==> src/rtl/beta_if_stage_pkg.sv <==
// Shared types and constants for the beta IF stage: fetch-unit FSM states and the NOP encoding.
package beta_if_stage_pkg;

    localparam int fu_fsm_bsize = 2;

    typedef enum logic [fu_fsm_bsize-1:0] {
        FU_IDLE  = 2'd0,
        FU_FETCH = 2'd1,
        FU_FLUSH = 2'd2
    } fu_state_t;

    // addi x0, x0, 0
    localparam logic [31:0] NOP_INSTR = 32'h0000_0013;

endpackage

==> src/rtl/beta_fetch_fifo.sv <==
// Synchronous FIFO with flush; used both as the prefetch queue and as the in-flight pc-tag FIFO.
module beta_fetch_fifo #(
    parameter int unsigned Width = 32,
    parameter int unsigned Depth = 4
) (
    input  logic                       i_clk,
    input  logic                       i_rstn,
    input  logic                       i_push,
    input  logic                       i_pop,
    input  logic                       i_flush,
    input  logic [Width-1:0]           i_wdata,
    output logic [Width-1:0]           o_rdata,
    output logic                       o_full,
    output logic                       o_empty,
    output logic [$clog2(Depth+1)-1:0] o_count
);

    localparam int unsigned PtrW = (Depth > 1) ? $clog2(Depth) : 1;
    localparam int unsigned CntW = $clog2(Depth + 1);

    logic [Width-1:0] r_mem [Depth];
    logic [PtrW-1:0]  r_rdPtr;
    logic [PtrW-1:0]  r_wrPtr;
    logic [CntW-1:0]  r_count;
    logic             w_pushEn;
    logic             w_popEn;

    function automatic logic [PtrW-1:0] nextPtr(input logic [PtrW-1:0] ptr);
        return (ptr == PtrW'(Depth - 1)) ? '0 : ptr + PtrW'(1);
    endfunction

    assign o_empty  = (r_count == '0);
    assign o_full   = (r_count == CntW'(Depth));
    assign o_count  = r_count;
    assign o_rdata  = r_mem[r_rdPtr];
    // A pop frees a slot in the same cycle, so push at full is accepted alongside it
    assign w_popEn  = i_pop & ~o_empty;
    assign w_pushEn = i_push & (~o_full | w_popEn);

    always_ff @(posedge i_clk) begin
        if (!i_rstn || i_flush) begin
            r_rdPtr <= '0;
            r_wrPtr <= '0;
            r_count <= '0;
        end else begin
            if (w_pushEn) r_wrPtr <= nextPtr(r_wrPtr);
            if (w_popEn)  r_rdPtr <= nextPtr(r_rdPtr);
            case ({w_pushEn, w_popEn})
                2'b10:   r_count <= r_count + CntW'(1);
                2'b01:   r_count <= r_count - CntW'(1);
                default: r_count <= r_count;
            endcase
        end
    end

    always_ff @(posedge i_clk) begin
        if (w_pushEn) r_mem[r_wrPtr] <= i_wdata;
    end

endmodule

==> src/rtl/beta_prefetch_fetch_unit.sv <==
// Pipelined IF fetch unit: issues up to MaxOutstanding memory requests, buffers words in a
// prefetch queue, and on a ctrl/trap hazard flushes, drops stale responses and redirects.
module beta_prefetch_fetch_unit
    import beta_if_stage_pkg::*;
#(
    parameter int unsigned          DataWidth      = 32,
    parameter int unsigned          AddrWidth      = 32,
    parameter int unsigned          FifoDepth      = 4,
    parameter int unsigned          MaxOutstanding = 2,
    parameter logic [AddrWidth-1:0] BootAddr       = '0,
    parameter logic [DataWidth-1:0] NopInstr       = DataWidth'(NOP_INSTR)
) (
    input  logic                 clk_i,
    input  logic                 rstn_i,
    input  logic                 if_fu_fetch_en_i,
    output logic                 if_fu_instr_req_o,
    output logic [AddrWidth-1:0] if_fu_instr_addr_o,
    input  logic                 if_fu_instr_ready_i,
    input  logic                 if_fu_instr_valid_i,
    input  logic [DataWidth-1:0] if_fu_instr_rdata_i,
    output logic [DataWidth-1:0] if_fu_instr_o,
    output logic [AddrWidth-1:0] if_fu_pc_o,
    output logic                 if_fu_new_instr_o,
    input  logic                 if_fu_instr_consume_i,
    input  logic [AddrWidth-1:0] if_fu_redirect_addr_i,
    input  logic                 if_fu_ctrl_hazard_flag_i,
    input  logic                 if_fu_trap_hazard_flag_i,
    output logic [1:0]           if_fu_penality_o,
    output logic                 if_fu_stage_busy_o
);

    localparam int unsigned OutW = $clog2(MaxOutstanding + 1);
    localparam int unsigned CntW = $clog2(FifoDepth + 1);
    localparam int unsigned SumW = CntW + 1;
    localparam int unsigned QW   = DataWidth + AddrWidth;

    fu_state_t            r_state;
    fu_state_t            w_stateNext;
    logic [AddrWidth-1:0] r_fetchPc;
    logic [OutW-1:0]      r_outstanding;
    logic [OutW-1:0]      r_discard;
    logic [OutW-1:0]      w_outstandingNext;
    logic [SumW-1:0]      w_inFlight;
    logic                 w_hazard;
    logic                 w_grant;
    logic                 w_resp;
    logic                 w_drop;
    logic                 w_accept;
    logic                 w_pop;
    logic [QW-1:0]        w_qHead;
    logic                 w_qEmpty;
    logic                 w_qFull;
    logic [CntW-1:0]      w_qCount;
    logic [AddrWidth-1:0] w_tagHead;
    logic                 w_tagEmpty;
    logic                 w_tagFull;
    logic [OutW-1:0]      w_tagCount;
    logic                 w_unused;

    assign w_hazard   = if_fu_ctrl_hazard_flag_i | if_fu_trap_hazard_flag_i;
    assign w_grant    = if_fu_instr_req_o & if_fu_instr_ready_i;
    assign w_resp     = if_fu_instr_valid_i & (r_outstanding != '0);
    assign w_drop     = w_resp & (r_discard != '0);
    assign w_accept   = w_resp & ~w_drop & ~w_tagEmpty;
    assign w_pop      = if_fu_instr_consume_i & if_fu_new_instr_o;
    assign w_outstandingNext = r_outstanding + OutW'(w_grant) - OutW'(w_resp);
    // Queued words plus in-flight requests never exceed the queue, so every grant has a slot
    assign w_inFlight = {1'b0, w_qCount} + SumW'(r_outstanding);
    assign w_unused   = ^{w_qFull, w_tagFull, w_tagCount};

    assign if_fu_instr_req_o  = (r_state == FU_FETCH) & if_fu_fetch_en_i
                              & (r_outstanding < OutW'(MaxOutstanding))
                              & (w_inFlight < SumW'(FifoDepth));
    assign if_fu_instr_addr_o = r_fetchPc;
    assign if_fu_new_instr_o  = ~w_qEmpty & ~w_hazard;
    assign if_fu_instr_o      = if_fu_new_instr_o ? w_qHead[AddrWidth +: DataWidth] : NopInstr;
    assign if_fu_pc_o         = w_qEmpty ? r_fetchPc : w_qHead[AddrWidth-1:0];
    assign if_fu_penality_o   = {if_fu_trap_hazard_flag_i, if_fu_ctrl_hazard_flag_i};
    assign if_fu_stage_busy_o = (r_outstanding != '0) | (r_discard != '0);

    always_comb begin
        w_stateNext = r_state;
        if (w_hazard) begin
            w_stateNext = FU_FLUSH;
        end else begin
            case (r_state)
                FU_IDLE:  if (if_fu_fetch_en_i) w_stateNext = FU_FETCH;
                FU_FETCH: if (!if_fu_fetch_en_i) w_stateNext = FU_IDLE;
                FU_FLUSH: w_stateNext = if_fu_fetch_en_i ? FU_FETCH : FU_IDLE;
                default:  w_stateNext = FU_IDLE;
            endcase
        end
    end

    // Every request still in flight at a hazard, including one granted this cycle, is stale
    always_ff @(posedge clk_i) begin
        if (!rstn_i) begin
            r_state       <= FU_IDLE;
            r_fetchPc     <= BootAddr;
            r_outstanding <= '0;
            r_discard     <= '0;
        end else begin
            r_state       <= w_stateNext;
            r_outstanding <= w_outstandingNext;
            if (w_hazard) begin
                r_fetchPc <= if_fu_redirect_addr_i;
                r_discard <= w_outstandingNext;
            end else begin
                if (w_grant) r_fetchPc <= r_fetchPc + AddrWidth'(4);
                if (w_drop)  r_discard <= r_discard - OutW'(1);
            end
        end
    end

    beta_fetch_fifo #(
        .Width (QW),
        .Depth (FifoDepth)
    ) u_instrQueue (
        .i_clk   (clk_i),
        .i_rstn  (rstn_i),
        .i_push  (w_accept),
        .i_pop   (w_pop),
        .i_flush (w_hazard),
        .i_wdata ({if_fu_instr_rdata_i, w_tagHead}),
        .o_rdata (w_qHead),
        .o_full  (w_qFull),
        .o_empty (w_qEmpty),
        .o_count (w_qCount)
    );

    beta_fetch_fifo #(
        .Width (AddrWidth),
        .Depth (MaxOutstanding)
    ) u_tagFifo (
        .i_clk   (clk_i),
        .i_rstn  (rstn_i),
        .i_push  (w_grant),
        .i_pop   (w_accept),
        .i_flush (w_hazard),
        .i_wdata (r_fetchPc),
        .o_rdata (w_tagHead),
        .o_full  (w_tagFull),
        .o_empty (w_tagEmpty),
        .o_count (w_tagCount)
    );

endmodule
==> config.mk <==
export PLATFORM = sky130hd
export DESIGN_NAME = beta_prefetch_fetch_unit
export DESIGN_NICKNAME = d
export VERILOG_FILES = /design/src/rtl/beta_if_stage_pkg.sv /design/src/rtl/beta_fetch_fifo.sv /design/src/rtl/beta_prefetch_fetch_unit.sv
export SDC_FILE = /design/constraint.sdc
export NUM_CORES = 1
export LEC_CHECK = 0
export CORE_MARGIN = 10
export CORE_UTILIZATION = 51
export DETAILED_ROUTE_END_ITERATION = 10
export PLACE_DENSITY = 0.87
export SLEW_MARGIN = 20
export SYNTH_ARGS = -nofsm -noshare
export SYNTH_HDL_FRONTEND = slang
export SYNTH_SLANG_ARGS = --single-unit
==> constraint.sdc <==
create_clock -name clk_i -period 3.8 [get_ports clk_i]
set_clock_uncertainty 0.1 [all_clocks]
set_input_delay 0.76 -clock clk_i [delete_from_list [all_inputs] [get_ports clk_i]]
set_output_delay 0.76 -clock clk_i [all_outputs]
set_load 0.05 [all_outputs]
* Yosys cells after proc, flatten, opt, wreduce, memory -nomap -nowiden
Memory sizes are Yosys's and may differ from the RTL's. A register that Yosys moved wholly into a read port is not among the register bits. Cells that the tools add are included.
Storage, ports and cells: memory bits (writable) 320, memories kept 2, input bits 72, output and inout bits 101, word-level logic and storage cells 106, register bits after elaboration 49
Memory list:
- u_instrQueue.r_mem | words 4, bits a word 64, read ports 1, clocked after memory_dff 1, write ports 1, RTL line beta_fetch_fifo.sv:21 | logic [Width-1:0] r_mem [Depth];
- u_tagFifo.r_mem | words 2, bits a word 32, read ports 1, clocked after memory_dff 1, write ports 1, RTL line beta_fetch_fifo.sv:21
Operators by class: $lt $le $gt $ge 2, add/sub/neg operators 13, equal/unequal tests 14, bitwise gates (word level) 25, reduce and logical (&&, ||, !) cells 14, multiplexer cells 25
Operators by type and width (count):
- 32-bit two-way mux | 4
- 32-bit by 3-bit adder with 32-bit output (second input constant) | 1
- 2-bit two-way mux | 9
- 1-bit AND | 14
- 2-bit equality test (second input constant) | 6
- 2-bit nonzero test | 6
- 1-bit two-way mux | 9
- 1-bit NOT | 7
- 2-bit by 1-bit adder with 2-bit output (second input constant) | 3
- 2-bit by 1-bit equality test with 1-bit output (second input constant) | 3
- 3-bit by 2-bit != test with 1-bit output (second input constant) | 2
- 2-bit case mux with 3 select lines | 1
- 3-bit case mux with 2 select lines | 1
- 3-bit by 2-bit adder with 4-bit output | 1
- 2-bit zero test | 2
- 4-bit by 3-bit less-than comparator with 1-bit output (second input constant) | 1
- 2-bit != test (second input constant) | 2
- 1-bit bitwise OR | 4
- 2-bit case mux with 2 select lines | 1
- 2-bit AND reduction | 2
- 2-bit by 1-bit subtractor with 2-bit output (second input constant) | 2
- 3-bit by 1-bit adder with 3-bit output (second input constant) | 1
- 3-bit equality test (second input constant) | 1
- 3-bit zero test | 1
- other kinds (8) | 9

* Logic depth before layout (Yosys ltp)
Gate-level depths: netlist of run 1.
word-level depth 11, gate-level depth with buffers 14, depth with buffers taken out 12

* By module
From an unflattened synthesis of run 1, not the netlist that was laid out.
Second synthesis, totals: cells, all modules 900, area, all modules 15406.0 um^2
Modules (own cells, without submodules):
- beta_fetch_fifo at u_instrQueue | cells an instance 392, times used 1, seq. area each 7867.5 um^2, area each 9758.1 um^2
- beta_prefetch_fetch_unit | cells an instance 377, times used 1, seq. area each 760.7 um^2, area each 2942.8 um^2
- beta_fetch_fifo at u_tagFifo | cells an instance 131, times used 1, seq. area each 2021.9 um^2, area each 2705.1 um^2

* Worst setup path after synthesis of run 1
Ideal clock, no wire load.
kind input-to-reg, from in if_fu_trap_hazard_flag_i, to mem u_instrQueue.r_mem[1][0] (netlist bit), enable pin, library setup time 429 ps, path buffers 0, required time 3271 ps, arrival 3255 ps, stages 4, setup slack 16 ps, path through nor2_1 nand2_1 a311oi_1 and2_1
Between the ends: word-level cells in the longest chain between the ends 9
Ends and longest elaborated chain:
- from (decl) | RTL line beta_prefetch_fetch_unit.sv:27 | input logic if_fu_trap_hazard_flag_i,
- 1-bit bitwise OR | RTL line beta_prefetch_fetch_unit.sv:60 | assign w_hazard = if_fu_ctrl_hazard_flag_i | if_fu_trap_hazard_flag_i;
- 1-bit NOT | RTL line beta_prefetch_fetch_unit.sv:75 | assign if_fu_new_instr_o = ~w_qEmpty & ~w_hazard;
- 1-bit AND | RTL line beta_prefetch_fetch_unit.sv:75
- 1-bit AND | RTL line beta_prefetch_fetch_unit.sv:65 | assign w_pop = if_fu_instr_consume_i & if_fu_new_instr_o;
- 1-bit AND | RTL line beta_fetch_fifo.sv:37 | assign w_popEn = i_pop & ~o_empty;
- 1-bit bitwise OR | RTL line beta_fetch_fifo.sv:38 | assign w_pushEn = i_push & (~o_full | w_popEn);
- 1-bit AND | RTL line beta_fetch_fifo.sv:38
- 1-bit two-way mux | RTL line beta_fetch_fifo.sv:57 | if (w_pushEn) r_mem[r_wrPtr] <= i_wdata;
- 1-bit two-way mux (implied by the code) | RTL line beta_fetch_fifo.sv:57
- to (decl) | RTL line beta_fetch_fifo.sv:21
Every way passes these cells.

==> key figures, run 1 <==
Drt
  – Via density: 5.69
  – Via count of the routed design: 8280
  – Mean routed wirelength per cell: 22.7 um
  – Drt initial violations: around 700
  – Final WL: 33000 um
  – Residual DRC: 0
  – Final ANT Viol Nets: 0
  – Drt first pass iters: 4

Placed design
  – Placed cell area: roughly 0.018 mm2
  – Placed cells: 1387
  – GPL Wtd Cong: 0.794
  – Detailed Place HPWL: 22000 um
  – Pre-CTS setup slack: 0.469 ns
  – Port Buffers: 172

Logic synthesis
  – Mapped Cells: ~850
  – Yosys warning total: 0
  – Seq/Total Area, Yosys: 0.710
  – Ys flop type: edfxtp_1
  – Share of the synthesized area in the top cell type: 0.641
  – Cell variety after synth: 44
  – Register bit count reported by yosys: 372
  – FFs w/ async S/R, synth: 0
  – Syn_area_per_cell: 17.7 um2
  – Number of flops mapped to enable cells by yosys: 320
  – Area leader, netlist: edfxtp_1
  – Mapped cell area: 0.0150 mm2
  – Biggest area contributors in the synthesized netlist: edfxtp_1 (64%), mux4_2 (9.6%), dfxtp_1 (6.9%)
  – Syn nets: approximately 930

Critical path
  – WS Path Type: reg2out
  – CP Cell Sequence: buf_4 -> mux4_2 -> mux2_2 -> clkdlybuf4s50_1
  – Worst setup SP type: flip-flop
  – Crit path buffers/inverters: 2
  – CP max FO: 16
  – Worst Setup End Kind: output port
  – Delay-heaviest family, CP: buffers and inverters
  – Crit path arrival time: 2.82 ns
  – CP peak stage delay: between 0.7 and 0.8 ns
  – Slowest CP cell: clkdlybuf4s50_1
  – Required time worst endpoint: 2.94 ns

Timing
  – Final setup fails: 0
  – RSZ-0062 raised after global routing: false
  – Max Transition Viols Final: 0
  – Tcrit/Tclk final: 0.969
  – Tightest Pin Transition: between 0.6 and 0.7 ns
  – Worst setup margin: 0.117 ns
  – Sum Neg Setup Slack: 0 ns
  – Max Clk Rate: roughly 270 MHz
  – Fin Hold WS: 0.342 ns
  – Final critical-path required period: 3.68 ns
  – Count of final hold-check violations: 0
  – Slew headroom: 0.570

Global route
  – Grt ovf: 0
  – Met1 global-route usage: 0.231
  – Global routing usage on met2: 0.293
  – Most used routing layer: met2
  – Global-route wire length before repair: 50800 um
  – Number of global-route vias before repair: roughly 8700
  – Initial antenna violation count: 0
  – GR met3 Demand/Resource: 0.0492
  – Largest net degree at the start of global routing: 68
  – Gr usage total: 0.180

Cells and area
  – Footprint of the multi-input gates: 0.00411 mm2
  – Layout area overhead: 26.1%
  – Layout cells sized above 1: 0.267
  – Post-layout util: 0.655
  – Fill cell count: about 1900
  – Register area: 0.0107 mm2
  – Post-Layout Cell Count: around 1500
  – N_diodes: 0
  – Nets: 1127
  – Post-route cell area: 0.0189 mm2

Clocking
  – CTS Buf Count: 37
  – H-tree Lvls: 2
  – Clock Sinks: ~370
  – CTS tree: done
  – Clock Tree Root: clkbuf_16
  – Post-CTS Setup Repair Bufs: 0
  – Clk_lat worst skew: 0.52 ns
  – Clock slew at reported path FFs: ~0.050 ns
  – Clock Path Buffers: 3

Floorplanning
  – Core Rows: 62
  – Initial Util: 0.520
  – Die area: 0.0367 mm2
  – CORE AREA: about 0.029 mm2
  – Num ports: approximately 170
  – Die X: 191 um
  – Overall die height: 191 um

Job
  – Max-cap violations: 0

Status
  – Outcome: complete, no violations

Power and ir drop
  – P_leak: 6.12 nW
  – Total power draw: 8.77 mW
  – Worst VDD drop: between 0.4 and 0.5 mV
  – Pwr dens: 464 mW/mm2

Hold path
  – HP Class: reg2reg
==> layout by cell type (no fill, tap or decap), types with 9 or more instances in the layout <==
cell type,instances
edfxtp_1,320
clkdlybuf4s50_1,135
mux2_2,65
mux4_2,64
dfxtp_1,50
clkbuf_16,40
buf_12,39
and2_1,31
a21oi_1,29
xnor2_1,29
nor2_1,28
o21ai_0,27
nand2_1,27
buf_4,23
inv_1,17
nor4_2,12
ha_1,12
clkbuf_1,11
or3_1,9
==> state kept, by name, indices dropped and copies added, names as in the netlist, named ones only <==
name	cells
if_fu_instr_addr_o	32
r_discard	2
r_outstanding	2
r_state	2
u_instrQueue.o_count	3
u_instrQueue.r_mem	256
u_instrQueue.r_rdPtr	2
u_instrQueue.r_wrPtr	2
u_tagFifo.o_count	2
u_tagFifo.r_mem	64
u_tagFifo.r_rdPtr	1
u_tagFifo.r_wrPtr	1
==> kinds of logic after synthesis <==
logic type               synth area share
AND/OR/NAND/NOR                    0.0658
buffers and inverters              0.0180
adder cells (fa/ha/maj)            0.0114
XOR/XNOR                           0.0199
AO/OA/AOI/OAI                      0.0269
flip-flops                          0.710
multiplexers                        0.148
==> per-layer routing <==
| metal | wire length, um | part of all wire |
|---|---|---|
| met1 | 13200 | 0.40 |
| met2 | 16200 | 0.49 |
| met3 | 2770 | 0.084 |
| met4 | 781 | 0.024 |
| met5 | 0 | 0 |
==> layout make-up <==
class	instances	share of cell area
clock buffer	56	0.0588
clock inverter	11	0.00642
inverter	18	0.00371
multi-input combinational	412	0.217
sequential	372	0.564
tap	384	0.0254
timing repair buffer	201	0.125
==> Yosys cell counts (12+ instances only) <==
master,number
edfxtp_1,320
mux2_2,65
mux4_2,64
dfxtp_1,52
and2_1,35
nor2_1,32
a21oi_1,29
xnor2_1,29
clkbuf_1,27
nand2_1,27
o21ai_0,27
inv_1,17
ha_1,12
nor4_2,12
==> path summary, 6_finish.rpt <==
check	start	end	slack, ns	depth (start not counted)
hold / removal	r_state[0]$_SDFFE_PP0P_	r_state[0]$_SDFFE_PP0P_	0.34	1
setup / recovery	flip-flop	if_fu_pc_o[8]	0.12	4
hold reg to reg	r_state[0]$_SDFFE_PP0P_	r_state[0]$_SDFFE_PP0P_	0.34	1
setup reg to reg	r_outstanding[1]$_SDFF_PN0_	r_discard[1]$_SDFFE_PN0P_	0.97	12
==> repair_timing <==
action,CTS,global route
endpoints found under the setup margin,0,4
resized for setup,0,4
hold buffers,0,0
==> power breakdown <==
part | switching, mW | internal [mW]
sequential | 0.0738 | 4.45
clock | 1.45 | 2.17
combinational | 0.386 | 0.248
total | 1.91 | 6.86
Power figures use the tool's default switching activity.
==> inputs of run 2 (changes only) <==
SETUP_SLACK_MARGIN = 0.15   (was default)
==> key figures, run 2 (synthesis results as in run 1) <==
Hold path
  – HP Class: reg2reg
  – Hold Path Depth: 1 (unchanged)

Cells and area
  – Fill cell count: 1937 (+4.4%)
  – Largest Register: u_instrQueue.r_mem
  – N_diodes: 0 (unchanged)
  – Post-Layout Cell Count: 1454 (unchanged)
  – Commonest non-fill, non-tap cells in the layout: edfxtp_1 (320), clkdlybuf4s50_1 (118), mux2_2 (65)
  – Most common cell after layout, fill and taps aside: edfxtp_1
  – Layout area overhead: 25.4%
  – Max reg flops: 256 (unchanged)
  – Layout cells sized above 1: 0.264 (-0.00280)
  – Nets: 1128 (+0.089%)

Global route
  – Met1 global-route usage: 0.238 (+0.00721)
  – Number of global-route vias before repair: 8918 (+2.1%)
  – Largest net degree at the start of global routing: 68 (unchanged)
  – Grt ovf: 0 (unchanged)
  – Initial antenna violation count: 0 (unchanged)
  – GR met3 Demand/Resource: 0.0456 (-0.00364)
  – Gr usage total: 0.185 (+0.00557)
  – Most used routing layer: met2
  – Global-route wire length before repair: 52200 um (+2.9%)
  – Global routing usage on met2: 0.306 (+0.0127)

Timing
  – Sum Neg Setup Slack: 0 ns (unchanged)
  – Slew headroom: 0.571 (+0.00157)
  – Count of final hold-check violations: 0 (unchanged)
  – Max Clk Rate: 280 MHz (+3.0%)
  – RSZ-0062 raised after global routing: false
  – Final critical-path required period: 3.57 ns (-0.108 ns)
  – Max Transition Viols Final: 0 (unchanged)
  – Tcrit/Tclk final: 0.941 (-0.0285)
  – Final setup fails: 0 (unchanged)
  – Tightest Pin Transition: 0.643 ns (-0.00236 ns)

Critical path
  – CP max FO: 16 (unchanged)
  – CP Depth: 3 (-1)
  – Crit path arrival time: 2.71 ns (-0.11 ns)
  – Worst Setup End Kind: output port
  – Worst setup SP type: flip-flop
  – Required time worst endpoint: 2.94 ns (about the same)
  – CP Cell Sequence: mux4_2 -> mux2_2 -> clkdlybuf4s50_1
  – CP peak stage delay: 0.72 ns (about the same)
  – Slowest CP cell: clkdlybuf4s50_1
  – WS Path Type: reg2out
  – Delay-heaviest family, CP: multiplexers
  – R2R depth: 8 (-4)
  – Crit path buffers/inverters: 1 (-1)

Clocking
  – Clock Tree Root: clkbuf_16
  – Count of hold-fix buffers inserted at cts: 0 (unchanged)
  – CTS tree: done
  – Clock Sinks: 372 (unchanged)
  – H-tree Lvls: 2 (unchanged)
  – Clk_lat worst skew: 0.53 ns (about the same)
  – Clock Path Buffers: 3 (unchanged)
  – Clock slew at reported path FFs: 0.06 ns (about the same)
  – CTS Buf Count: 37 (unchanged)

Power and ir drop
  – Combinational share of power: 0.073 (about the same)
  – Flop pwr share: 0.531 (+0.015)
  – Pwr dens: 453 mW/mm2 (-2.4%)
  – Internal power: 6.59 mW (-4.0%)
  – P_leak: 6.09 nW (-0.40%)
  – Switching share of power: 0.226 (+0.00880)
  – Clock power frac: 0.396 (-0.016)
  – NetSw: 1.93 mW (+0.99%)
  – Worst VDD drop: 0.466 mV (+11%)

Drt
  – Via density: 5.76 (+1.1%)
  – Via count of the routed design: 8372 (+1.1%)
  – Mean routed wirelength per cell: 23.5 um (+3.5%)
  – Final ANT Viol Nets: 0 (unchanged)
  – Final WL: 34100 um (+3.5%)
  – Drt first pass iters: 5 (+1)
  – Residual DRC: 0 (unchanged)
  – Drt initial violations: 788 (+16%)

Placed design
  – Port Buffers: 172 (unchanged)
  – Detailed Place HPWL: 22400 um (+1.9%)
  – GPL Wtd Cong: 0.831 (+4.7%)
  – Placed cells: 1387 (unchanged)

Floorplanning
  – CORE AREA: 0.0289 mm2 (unchanged)
  – Core Rows: 62 (unchanged)
  – Initial Util: 0.520 (unchanged)
  – Die X: 191 um (unchanged)
  – Die area: 0.0367 mm2 (unchanged)
  – Overall die height: 191 um (unchanged)
  – Num ports: 173 (unchanged)

Status
  – Outcome: complete, no violations

Job
  – Max-cap violations: 0 (unchanged)
==> run 2: layer usage <==
layer	up-vias	part of all wire
met5	-	0
met4	0	0.026
met3	68	0.075
met2	334	0.49
met1	4265	0.41
li1	3705	-
==> run 2: area by class of cell <==
class	count	area, um2	area share
multi-input cells	412	4110	0.219
flip-flops and latches	372	10700	0.567
well taps	384	480	0.0256
inverters	18	70.1	0.00373
repair buffers	202	2360	0.125
clock buffers	47	973	0.0518
clock inverters	19	149	0.00792
==> run 2: worst paths after layout <==
| check | from | endpoint | slack (ns) |
|---|---|---|---|
| min | r_state[0]$_SDFFE_PP0P_ | r_state[0]$_SDFFE_PP0P_ | 0.34 |
| min reg2reg | r_state[0]$_SDFFE_PP0P_ | r_state[0]$_SDFFE_PP0P_ | 0.34 |
| max | flip-flop | if_fu_pc_o[28] | 0.23 |
| max reg2reg | r_outstanding[1]$_SDFF_PN0_ | if_fu_instr_addr_o[30]$_SDFFE_PN0P_ | 1.09 |
==> run 2: power by group through the flow <==
stage               logic [mW]  registers, mW  clock network [mW]
global route             0.659           4.53                3.59
detailed placement       0.626           4.61                   0
finish                   0.617           4.52                3.37
CTS                      0.620           4.52                3.42
global placement         0.617           4.60                   0
floorplan                0.288           4.67                   0
==> run 2: repair_timing <==
item / CTS / global route
setup buffers: 1 / 0
setup endpoints to repair: 25 / 3
gates cloned: 0 / 0
resized for setup: 22 / 2
==> run 2: through the flow <==
| stage | setup slack, ns | power (mW) | hold WS (ns) | utilization | area, um2 |
|---|---|---|---|---|---|
| floorplan | 0.281 | 4.96 | 0.305 | - | 15000 |
| global placement | 0.498 | 5.22 | 0.319 | 0.613 | 17700 |
| detailed placement | 0.399 | 5.23 | 0.326 | 0.613 | 17700 |
| CTS | 0.189 | 8.56 | 0.339 | 0.651 | 18800 |
| global route | 0.151 | 8.77 | 0.367 | 0.651 | 18800 |
| finish | 0.225 | 8.51 | 0.336 | 0.651 | 18800 |
==> inputs of run 3 (changes only) <==
CELL_PAD_IN_SITES_DETAIL_PLACEMENT = 1   (was default)
CELL_PAD_IN_SITES_GLOBAL_PLACEMENT = 2   (was default)
CORE_UTILIZATION = 38   (was 51)
PLACE_DENSITY = 0.86   (was 0.87)
SKIP_CTS_REPAIR_TIMING = 1   (was default)
==> key figures, run 3 (synthesis results as in run 1) <==
Status
  – Outcome: complete, no violations

Timing
  – Slew headroom: 0.518 (-0.0535)
  – Tightest Pin Transition: 0.724 ns (+0.0803 ns)
  – RSZ-0062 raised after global routing: true
  – Final setup fails: 0 (unchanged)
  – Sum Neg Setup Slack: 0 ns (unchanged)
  – Max Clk Rate: 278 MHz (-0.52%)
  – Max Transition Viols Final: 0 (unchanged)
  – Final critical-path required period: 3.59 ns (+0.0188 ns)
  – Tcrit/Tclk final: 0.946 (+0.00494)
  – Count of final hold-check violations: 0 (unchanged)

Power and ir drop
  – P_leak: 6.39 nW (+4.8%)
  – Combinational share of power: 0.074 (about the same)
  – Flop pwr share: 0.518 (-0.013)
  – Pwr dens: 455 mW/mm2 (+0.55%)
  – Internal power: 6.74 mW (+2.3%)
  – Clock power frac: 0.408 (+0.012)
  – Switching share of power: 0.229 (+0.00308)
  – NetSw: 2.00 mW (+4.1%)
  – Worst VDD drop: 0.383 mV (-18%)

Placed design
  – GPL Wtd Cong: 0.774 (-6.9%)
  – Detailed Place HPWL: 25300 um (+13%)
  – Placed cells: 1524 (+9.9%)
  – Port Buffers: 172 (unchanged)

Global route
  – Gr usage total: 0.154 (-0.0310)
  – Met1 global-route usage: 0.203 (-0.0355)
  – Grt ovf: 0 (unchanged)
  – Number of global-route vias before repair: 8978 (+0.67%)
  – Global routing usage on met2: 0.261 (-0.0446)
  – Global-route wire length before repair: 56500 um (+8.1%)
  – Initial antenna violation count: 0 (unchanged)
  – GR met3 Demand/Resource: 0.0286 (-0.0170)
  – Most used routing layer: met2
  – Largest net degree at the start of global routing: 68 (unchanged)

Drt
  – Via count of the routed design: 8337 (-0.42%)
  – Residual DRC: 0 (unchanged)
  – Final ANT Viol Nets: 0 (unchanged)
  – Drt initial violations: 538 (-32%)
  – Via density: 5.19 (-9.8%)
  – Final WL: 37500 um (+9.8%)
  – Drt first pass iters: 5 (unchanged)
  – Mean routed wirelength per cell: 23.3 um (-0.60%)

Floorplanning
  – Die X: 219 um (+14%)
  – Core Rows: 72 (+16%)
  – Die area: 0.0478 mm2 (+30%)
  – CORE AREA: 0.0388 mm2 (+35%)
  – Overall die height: 219 um (+14%)
  – Initial Util: 0.386 (-0.133)
  – Num ports: 173 (unchanged)

Critical path
  – Worst setup SP type: flip-flop
  – Required time worst endpoint: 2.94 ns (about the same)
  – R2R Setup Slk: 1.04 ns (-0.05 ns)
  – WS Path Type: reg2out
  – Crit path arrival time: 2.73 ns (+0.02 ns)
  – CP max FO: 12 (-4)
  – Worst Setup End Kind: output port

Cells and area
  – Largest Register: u_instrQueue.r_mem
  – Nets: 1141 (+1.2%)
  – Layout area overhead: 28.1%
  – Layout cells sized above 1: 0.275 (+0.0106)
  – Post-Layout Cell Count: 1606 (+10%)
  – Most common cell after layout, fill and taps aside: edfxtp_1
  – Commonest non-fill, non-tap cells in the layout: edfxtp_1 (320), clkdlybuf4s50_1 (121), mux2_2 (65)
  – Max reg flops: 256 (unchanged)
  – Fill cell count: 3637 (+88%)

Clocking
  – CTS Buf Count: 40 (+8.1%)
  – Clock Path Buffers: 3 (unchanged)
  – Clock Tree Root: clkbuf_16
  – Clock Sinks: 372 (unchanged)
  – Clock slew at reported path FFs: 0.06 ns (about the same)
  – H-tree Lvls: 2 (unchanged)
  – Clk_lat worst skew: 0.53 ns (about the same)
  – CTS tree: done

Hold path
  – HP Class: reg2reg

Job
  – Max-cap violations: 0 (unchanged)
## run 3: power groups by stage
stage | Clock [mW] | Combinational, mW | Sequential (mW)
after global routing | 3.81 | 0.696 | 4.53
after floorplan | 0 | 0.288 | 4.67
final | 3.57 | 0.648 | 4.52
after global placement | 0 | 0.642 | 4.61
after detailed placement | 0 | 0.649 | 4.61
after CTS | 3.65 | 0.658 | 4.52
## run 3: cell type report
class / instances / area [um2] / area share
antenna: 1 / 2.50 / 0.000130
tap: 518 / 648 / 0.0338
clock buffer: 52 / 1090 / 0.0566
timing repair buffer: 212 / 2480 / 0.129
sequential: 372 / 10700 / 0.555
multi-input combinational: 412 / 4110 / 0.214
clock inverter: 21 / 138 / 0.00717
inverter: 18 / 70.1 / 0.00365
## run 3: routing by layer
| layer | wire length, um | part of all wire | up-vias |
|---|---|---|---|
| met3 | 1970 | 0.053 | 47 |
| met2 | 18400 | 0.49 | 207 |
| met4 | 594 | 0.016 | 0 |
| met5 | 0 | 0 | - |
| li1 | - | - | 3739 |
| met1 | 16500 | 0.44 | 4344 |
## run 3: final timing paths
| check | startpoint | endpoint | depth (start not counted) |
|---|---|---|---|
| worst max-delay path | flip-flop | if_fu_pc_o[12] | 4 |
| worst max register to register | u_instrQueue.o_count[1]$_SDFFE_PP0P_ | r_discard[1]$_SDFFE_PN0P_ | 12 |
| worst min register to register | r_state[0]$_SDFFE_PP0P_ | r_state[0]$_SDFFE_PP0P_ | 1 |
| worst min-delay path | r_state[0]$_SDFFE_PP0P_ | r_state[0]$_SDFFE_PP0P_ | 1 |
## run 3: stage by stage
stage                     instance area [um2]  power (mW)  worst slack, ns  hold slack, ns  utilization
after global routing                    19200        9.04            0.128           0.353        0.494
after detailed placement                17900        5.26            0.415           0.336        0.460
final                                   19200        8.74            0.207           0.338        0.494
after floorplan                         15000        4.96            0.281           0.305            -
after CTS                               19100        8.83          -0.0222           0.345        0.491
after global placement                  17900        5.25            0.480           0.319        0.460
## run 3: worst max-delay path: stages, from the launching register on
cell and delay [ns]:
dfxtp_4 0.48, buf_4 0.21, mux4_2 0.54, mux2_2 0.27, clkdlybuf4s50_1 0.71
